$ cat config.mk
export PLATFORM = sky130hd
export DESIGN_NAME = floor_request_scheduler
export DESIGN_NICKNAME = d
export VERILOG_FILES = /design/src/rtl/floor_request_scheduler.sv
export SDC_FILE = /design/constraint.sdc
export NUM_CORES = 1
export LEC_CHECK = 0
export CORE_ASPECT_RATIO = 1.1
export CORE_UTILIZATION = 62
export CTS_BUF_LIST = sky130_fd_sc_hd__clkbuf_4 sky130_fd_sc_hd__clkbuf_8
export DETAILED_ROUTE_END_ITERATION = 10
export PLACE_DENSITY = 0.9
export RECOVER_POWER = 50
export SETUP_SLACK_MARGIN = 0.15
export SLEW_MARGIN = 20
export SYNTH_ARGS = -nofsm -noshare
export SYNTH_HDL_FRONTEND = slang
export SYNTH_SLANG_ARGS = --single-unit
$ cat constraint.sdc
create_clock -name clk_50 -period 3.3 [get_ports clk_50]
set_input_delay 0.66 -clock clk_50 [delete_from_list [all_inputs] [get_ports clk_50]]
set_output_delay 0.66 -clock clk_50 [all_outputs]
set_load 0.03 [all_outputs]
$ cat src/rtl/floor_request_scheduler.sv
// Three-floor cabin scheduler: latches calls, serves them in SCAN order, times travel/door dwell.
// Optional homing to floor1 after a long idle spell is enabled by defining SCHED_PARK_EN.
//
// state       | meaning
// S_IDLE      | parked at a floor, door closed, waiting for a lamp
// S_MOVING    | travelling one segment at a time in dir_up
// S_DOOR_OPEN | door dwell, held open while overloaded
// S_SOS_STOP  | emergency raised mid-shaft, finishing the current segment
// S_SOS_HOLD  | emergency hold, door open, calls ignored
// S_PARK      | homing towards floor1 (SCHED_PARK_EN only)
module floor_request_scheduler #(
    parameter int CLK_FREQ   = 50_000_000,
    parameter int TRAVEL_SEC = 2,
    parameter int DOOR_SEC   = 3,
    parameter int PARK_SEC   = 10
) (
    input  logic       clk_50,
    input  logic       reset,
    input  logic [2:0] call_req,
    input  logic       sos_mode,
    input  logic       weight_limit_exceeded,
    output logic       led1,
    output logic       led2,
    output logic       led3,
    output logic       floor1,
    output logic       floor2,
    output logic       floor3,
    output logic       door,
    output logic       moving,
    output logic       dir_up
);

    localparam int TRAVEL_CYC = CLK_FREQ * TRAVEL_SEC;
    localparam int DOOR_CYC   = CLK_FREQ * DOOR_SEC;
    localparam int PARK_CYC   = CLK_FREQ * PARK_SEC;
    localparam int MAX_TD     = (TRAVEL_CYC > DOOR_CYC) ? TRAVEL_CYC : DOOR_CYC;
    localparam int MAX_CYC    = (MAX_TD > PARK_CYC) ? MAX_TD : PARK_CYC;
    localparam int TW         = $clog2(MAX_CYC) + 1;

    localparam logic [TW-1:0] TRAVEL_LD = TW'(TRAVEL_CYC - 1);
    localparam logic [TW-1:0] DOOR_LD   = TW'(DOOR_CYC - 1);
`ifdef SCHED_PARK_EN
    localparam logic [TW-1:0] PARK_LD   = TW'(PARK_CYC - 1);
`endif

    typedef enum logic [2:0] {
        S_IDLE,
        S_MOVING,
        S_DOOR_OPEN,
        S_SOS_STOP,
        S_SOS_HOLD
`ifdef SCHED_PARK_EN
        , S_PARK
`endif
    } state_t;

    state_t          state;
    logic [2:0]      led;
    logic [2:0]      flr;
    logic [TW-1:0]   timer;
`ifdef SCHED_PARK_EN
    logic [TW-1:0]   idle_cnt;
`endif

    logic            stationary;
    logic [2:0]      led_set;
    logic [2:0]      led_nx;
    logic            here_call;
    logic            ahead;
    logic [2:0]      nxt_flr;

    function automatic logic [2:0] above_mask(input logic [2:0] f);
        return f[0] ? 3'b110 : (f[1] ? 3'b100 : 3'b000);
    endfunction

    function automatic logic [2:0] below_mask(input logic [2:0] f);
        return f[2] ? 3'b011 : (f[1] ? 3'b001 : 3'b000);
    endfunction

    assign {led3, led2, led1}       = led;
    assign {floor3, floor2, floor1} = flr;

    // A call at the floor the cabin is standing at opens the door instead of lighting a lamp.
    always_comb begin
        stationary = (state == S_IDLE) || (state == S_DOOR_OPEN) || (state == S_SOS_HOLD);
        led_set    = sos_mode ? 3'b000 : (call_req & ~(stationary ? flr : 3'b000));
        led_nx     = led | led_set;
        here_call  = !sos_mode && stationary && |(call_req & flr);
        ahead      = dir_up ? |(led & above_mask(flr)) : |(led & below_mask(flr));
        nxt_flr    = dir_up ? (flr[2] ? flr : {flr[1:0], 1'b0})
                            : (flr[0] ? flr : {1'b0, flr[2:1]});
    end

    always_ff @(posedge clk_50 or posedge reset) begin
        if (reset) begin
            state    <= S_IDLE;
            led      <= 3'b000;
            flr      <= 3'b001;
            door     <= 1'b0;
            moving   <= 1'b0;
            dir_up   <= 1'b1;
            timer    <= '0;
`ifdef SCHED_PARK_EN
            idle_cnt <= '0;
`endif
        end else begin
            led <= led_nx;
            case (state)
                S_IDLE: begin
                    if (sos_mode) begin
                        state <= S_SOS_HOLD;
                        door  <= 1'b1;
                        led   <= 3'b000;
                    end else if (here_call || |(led & flr)) begin
                        state <= S_DOOR_OPEN;
                        door  <= 1'b1;
                        timer <= DOOR_LD;
                        led   <= led_nx & ~flr;
                    end else if (|led) begin
                        state  <= S_MOVING;
                        moving <= 1'b1;
                        dir_up <= ahead ? dir_up : ~dir_up;
                        timer  <= TRAVEL_LD;
`ifdef SCHED_PARK_EN
                    end else if (!(|led_set) && !flr[0]) begin
                        if (idle_cnt == '0) begin
                            state  <= S_PARK;
                            moving <= 1'b1;
                            dir_up <= 1'b0;
                            timer  <= TRAVEL_LD;
                        end else begin
                            idle_cnt <= idle_cnt - TW'(1);
                        end
                    end else begin
                        idle_cnt <= PARK_LD;
`endif
                    end
                end
                S_MOVING, S_SOS_STOP
`ifdef SCHED_PARK_EN
                , S_PARK
`endif
                : begin
                    if (timer != '0) begin
                        timer <= timer - TW'(1);
                        if (sos_mode) state <= S_SOS_STOP;
                    end else begin
                        flr <= nxt_flr;
                        if (state == S_SOS_STOP || sos_mode) begin
                            state  <= S_SOS_HOLD;
                            moving <= 1'b0;
                            door   <= 1'b1;
                            led    <= 3'b000;
                        end else if (|(led_nx & nxt_flr)) begin
                            state  <= S_DOOR_OPEN;
                            moving <= 1'b0;
                            door   <= 1'b1;
                            timer  <= DOOR_LD;
                            led    <= led_nx & ~nxt_flr;
                        end else if (state == S_MOVING) begin
                            timer <= TRAVEL_LD;
                            if (nxt_flr[2]) dir_up <= 1'b0;
                            if (nxt_flr[0]) dir_up <= 1'b1;
`ifdef SCHED_PARK_EN
                        end else if (|led_nx) begin
                            // homing aborted: resume SCAN from this floor
                            state  <= S_MOVING;
                            timer  <= TRAVEL_LD;
                            dir_up <= !(|(led_nx & below_mask(nxt_flr)));
                        end else if (nxt_flr[0]) begin
                            state    <= S_IDLE;
                            moving   <= 1'b0;
                            dir_up   <= 1'b1;
                            idle_cnt <= PARK_LD;
                        end else begin
                            timer <= TRAVEL_LD;
`endif
                        end
                    end
                end
                S_DOOR_OPEN: begin
                    if (sos_mode) begin
                        state <= S_SOS_HOLD;
                        led   <= 3'b000;
                    end else if (here_call) begin
                        timer <= DOOR_LD;
                    end else if (timer != '0) begin
                        timer <= timer - TW'(1);
                    end else if (weight_limit_exceeded) begin
                        timer <= DOOR_LD;
                    end else begin
                        state <= S_IDLE;
                        door  <= 1'b0;
`ifdef SCHED_PARK_EN
                        idle_cnt <= PARK_LD;
`endif
                    end
                end
                S_SOS_HOLD: begin
                    if (!sos_mode) begin
                        state <= S_DOOR_OPEN;
                        timer <= DOOR_LD;
                    end
                end
                default: state <= S_IDLE;
            endcase
        end
    end

endmodule

==> metrics.log <==
[metrics] worst path cell trace: clkdlybuf4s50_1 -> nor2b_1 -> o22ai_1 -> nor3_1 -> nor4_1 -> a21oi_1 -> mux2_2
[metrics] run status: completed
[metrics] Bufs on Longest Clock Path: 2
[metrics] wire length of the first global-routing pass: 13000 um
[metrics] Tcrit/Tclk final: 89.1%
[metrics] Final Max Tran Viols: 0
[metrics] worst-skew pair later-pin latency: 0.30 ns
[metrics] most area-hungry cell type in the Yosys netlist: sky130_fd_sc_hd__dfrtp_1
[metrics] CTS H-tree depth: 2
[metrics] combined buffer and inverter count along the critical path: 1
[metrics] worst setup path start: sos_mode
[metrics] register clock-pin slew on the reported worst setup and hold paths: 0.08 ns
[metrics] TritonCTS clock tree: built
[metrics] WP depth: 7
[metrics] worst flop-to-flop path startpoint: timer[2]
[metrics] Layout area overhead: 12.9%
[metrics] count of buffers added by post-CTS timing repair for setup: 0
[metrics] total core area: 0.00462 sq mm
[metrics] setup_tns: 0 ns
[metrics] largest driver fanout on the critical path: 13
[metrics] post-layout power: 2.58 mW
[metrics] RSZ-0062 raised after global routing: no
[metrics] mean area per synthesized cell: 8.33 sq um
[metrics] synthesized-area fraction occupied by ao, oa, aoi and oai cells: 31.2%
[metrics] post-synthesis cell type count: 64
[metrics] effective utilization at floorplan: 64.2%
[metrics] antenna viol nets, final: 0
[metrics] CTS Hold Buffers Added: 0
[metrics] GRT Residual Overflow: 0
[metrics] post-synthesis adder-cell area fraction: 0.844%
[metrics] total routing resource utilization after global routing: 33.8%
[metrics] routability congestion estimate: 0.931
[metrics] Crit path largest cell delay: 0.75 ns
[metrics] fraction of final layout cells sized beyond drive strength 1: 13.1%
[metrics] data arrival time at the worst-slack endpoint: 3.12 ns
[metrics] vias in the first global route: 2822
[metrics] number of setup violations in the final report: 0
[metrics] floorplan die height: 74.5 um
[metrics] die area: 0.00506 sq mm
[metrics] Top delay family on crit path: simple AND/OR/NAND/NOR gates
[metrics] net count after synthesis: 365
[metrics] Inserted Diodes: 0
[metrics] vias per cell: 7.09
[metrics] total clock sinks: 42
[metrics] num rows: 26
[metrics] Tightest Pin Transition: 1.02 ns
[metrics] DR WL/cell: 18.1 um
[metrics] initial antenna violation count: 0
[metrics] Worst Setup Path Type: input pin to flip-flop
[metrics] Synth area leaders: sky130_fd_sc_hd__dfrtp_1 (34%), sky130_fd_sc_hd__o21ai_0 (6.9%), sky130_fd_sc_hd__a21oi_1 (4.9%)
[metrics] reported leakage power: 1.24 nW
[metrics] number of cells traversed by the worst register-to-register path: 7
[metrics] root cell of the clock tree: sky130_fd_sc_hd__clkbuf_8
[metrics] pin count of the biggest net entering global routing: 43
[metrics] half-perimeter wire length of the detailed placement result: 5580 um
[metrics] total I/O pin count: 16
[metrics] Slew HR: 32.0%
[metrics] Max Cap Viol: 0
[metrics] simple-gate share of the synthesized area: 26.3%
[metrics] master of the slowest instance on the critical path: sky130_fd_sc_hd__nor4_1
[metrics] post-synthesis cell count: 356
[metrics] total via count after detailed routing: 3054
[metrics] synthesized cell area: 0.00296 sq mm
[metrics] largest family of logic cells by synthesized area: compound AO/OA/AOI/OAI gates
[metrics] TritonCTS buffer count: 5
[metrics] final critical delay including setup and external delays: 2.94 ns
[metrics] detailed-route DRC error count: 0
[metrics] number of flops mapped to enable cells by yosys: 0
[metrics] final routed wirelength across all metal layers: 7820 um
[metrics] portion of the post-synthesis area used by sequential elements: 35.5%
[metrics] XOR/XNOR share of the synthesized area: 0.295%
[metrics] peak supply drop: 491 uV
[metrics] starting DRC count in detailed routing: 367
[metrics] Resized cells post-CTS: 0
[metrics] area share of the largest cell type after synthesis: 33.8%
[metrics] final hold violation count: 0
[metrics] number of input and output port buffers inserted: 15
[metrics] min-delay worst type: flip-flop to flip-flop
[metrics] Max Freq: 0.340 GHz
[metrics] power density cells: 771 mW/mm^2
[metrics] Layout Nets: 383
[metrics] Startpoint Class: input pin
[metrics] die extent in x: 67.9 um
[metrics] multiplexer area fraction after synthesis: 1.52%
[metrics] Reg2Reg Capture Point: timer[7]
[metrics] share of async-settable or async-resettable flops after synthesis: 100%
[metrics] type of destination of the critical path: flip-flop
[metrics] clock skew after layout: 0.00781 ns
[metrics] dominant register cell in the synthesized netlist: sky130_fd_sc_hd__dfrtp_1
[metrics] total number of yosys warnings: 0
[metrics] Initial DRT Pass Iterations: 6
[metrics] reg-to-reg setup timing slack: 0.37 ns
[metrics] Seq cells post-synth: 42
[metrics] critical path endpoint: state[1]
[metrics] CP Data Required Time: 3.48 ns
==> routing by layer <==
metal	global-route usage, %	share of wire (%)	vias to the layer above
met5	0	0	-
met4	18.1	3.0	0
met3	5.37	6.8	29
met2	54.2	50	149
met1	43.3	40	1458
li1	-	-	1418
==> cell type report <==
cell class                 count  area, sq um
timing repair buffer          30          260
sequential                    42         1050
clock buffer                   6         82.6
fill                         358         1270
clock inverter                 2         60.1
tap                           56         70.1
multi-input combinational    285         1780
inverter                      10         37.5
==> power breakdown <==
| group | leakage, nW | switching [mW] | internal, mW |
|---|---|---|---|
| logic | 0.686 | 0.706 | 0.466 |
| registers | 0.481 | 0.245 | 0.661 |
| clock network | 0.0714 | 0.181 | 0.323 |
==> per-stage QoR <==
stage / instances / utilization [%] / cell area (sq um) / hold slack (ns) / setup slack, ns
after global placement: 423 / 69.4 / 3210 / 0.454 / 0.271
after global routing: 431 / 72.5 / 3350 / 0.502 / 0.266
after detailed placement: 423 / 69.4 / 3210 / 0.467 / 0.0889
after floorplan: 356 / - / 2960 / 0.439 / 0.701
final: 431 / 72.5 / 3350 / 0.478 / 0.361
after CTS: 431 / 72.5 / 3350 / 0.483 / 0.389
==> logic make-up (layout without fill, tap and decap cells) <==
logic type,count (synthesis),after routing
AO/OA/AOI/OAI,140,140
AND/OR/NAND/NOR,138,138
flip-flops,42,42
buffers and inverters,29,48
multiplexers,4,4
adder cells (fa/ha/maj),2,2
XOR/XNOR,1,1
==> layout by cell type (no fill, tap or decap), types with 4 or more instances in the layout <==
| cell type | n |
|---|---|
| sky130_fd_sc_hd__a21o_1 | 4 |
| sky130_fd_sc_hd__or4_4 | 4 |
| sky130_fd_sc_hd__a221o_1 | 4 |
| sky130_fd_sc_hd__nor4_2 | 4 |
| sky130_fd_sc_hd__nor4_1 | 12 |
| sky130_fd_sc_hd__dfrtp_1 | 40 |
| sky130_fd_sc_hd__buf_4 | 14 |
| sky130_fd_sc_hd__o31ai_1 | 10 |
| sky130_fd_sc_hd__nor2_1 | 27 |
| sky130_fd_sc_hd__a31oi_1 | 10 |
| sky130_fd_sc_hd__dlygate4sd3_1 | 5 |
| sky130_fd_sc_hd__mux2_2 | 4 |
| sky130_fd_sc_hd__o21ai_0 | 41 |
| sky130_fd_sc_hd__inv_1 | 10 |
| sky130_fd_sc_hd__nand2_1 | 29 |
| sky130_fd_sc_hd__nand3_1 | 7 |
| sky130_fd_sc_hd__clkdlybuf4s50_1 | 10 |
| sky130_fd_sc_hd__or3_1 | 4 |
| sky130_fd_sc_hd__nor3_1 | 18 |
| sky130_fd_sc_hd__nand2b_1 | 6 |
| sky130_fd_sc_hd__clkbuf_8 | 6 |
| sky130_fd_sc_hd__a21oi_1 | 29 |
| sky130_fd_sc_hd__nor2b_1 | 5 |
| sky130_fd_sc_hd__or4_1 | 6 |
==> worst min path at each step <==
stage                         start   endpoint  slack (ns)  cells after the start
after detailed placement  timer[28]  timer[28]        0.47                      1
after CTS                 timer[28]  timer[28]        0.48                      1
after global routing      timer[28]  timer[28]        0.50                      1
final                     timer[28]  timer[28]        0.48                      1
after floorplan           timer[28]  timer[28]        0.44                      1
after global placement    timer[28]  timer[28]        0.45                      1
==> Yosys cell counts, types with 4 or more instances <==
library cell / number
sky130_fd_sc_hd__a21o_1: 4
sky130_fd_sc_hd__a21oi_1: 29
sky130_fd_sc_hd__a221o_1: 4
sky130_fd_sc_hd__a31oi_1: 10
sky130_fd_sc_hd__clkbuf_1: 14
sky130_fd_sc_hd__dfrtp_1: 40
sky130_fd_sc_hd__inv_1: 10
sky130_fd_sc_hd__mux2_2: 4
sky130_fd_sc_hd__nand2_1: 29
sky130_fd_sc_hd__nand2b_1: 6
sky130_fd_sc_hd__nand3_1: 7
sky130_fd_sc_hd__nor2_1: 27
sky130_fd_sc_hd__nor2b_1: 5
sky130_fd_sc_hd__nor3_1: 18
sky130_fd_sc_hd__nor4_1: 12
sky130_fd_sc_hd__nor4_2: 4
sky130_fd_sc_hd__o21ai_0: 41
sky130_fd_sc_hd__o31ai_1: 10
sky130_fd_sc_hd__or3_1: 4
sky130_fd_sc_hd__or4_1: 6
sky130_fd_sc_hd__or4_4: 4
==> state kept, by name (all words and copies together), names as in the netlist <==
| signal | flops |
|---|---|
| timer | 30 |
| state | 3 |
| door | 1 |
| led | 3 |
| moving | 1 |
| flr | 3 |
| dir_up | 1 |
No activity file was read; power rests on OpenSTA's default activity.
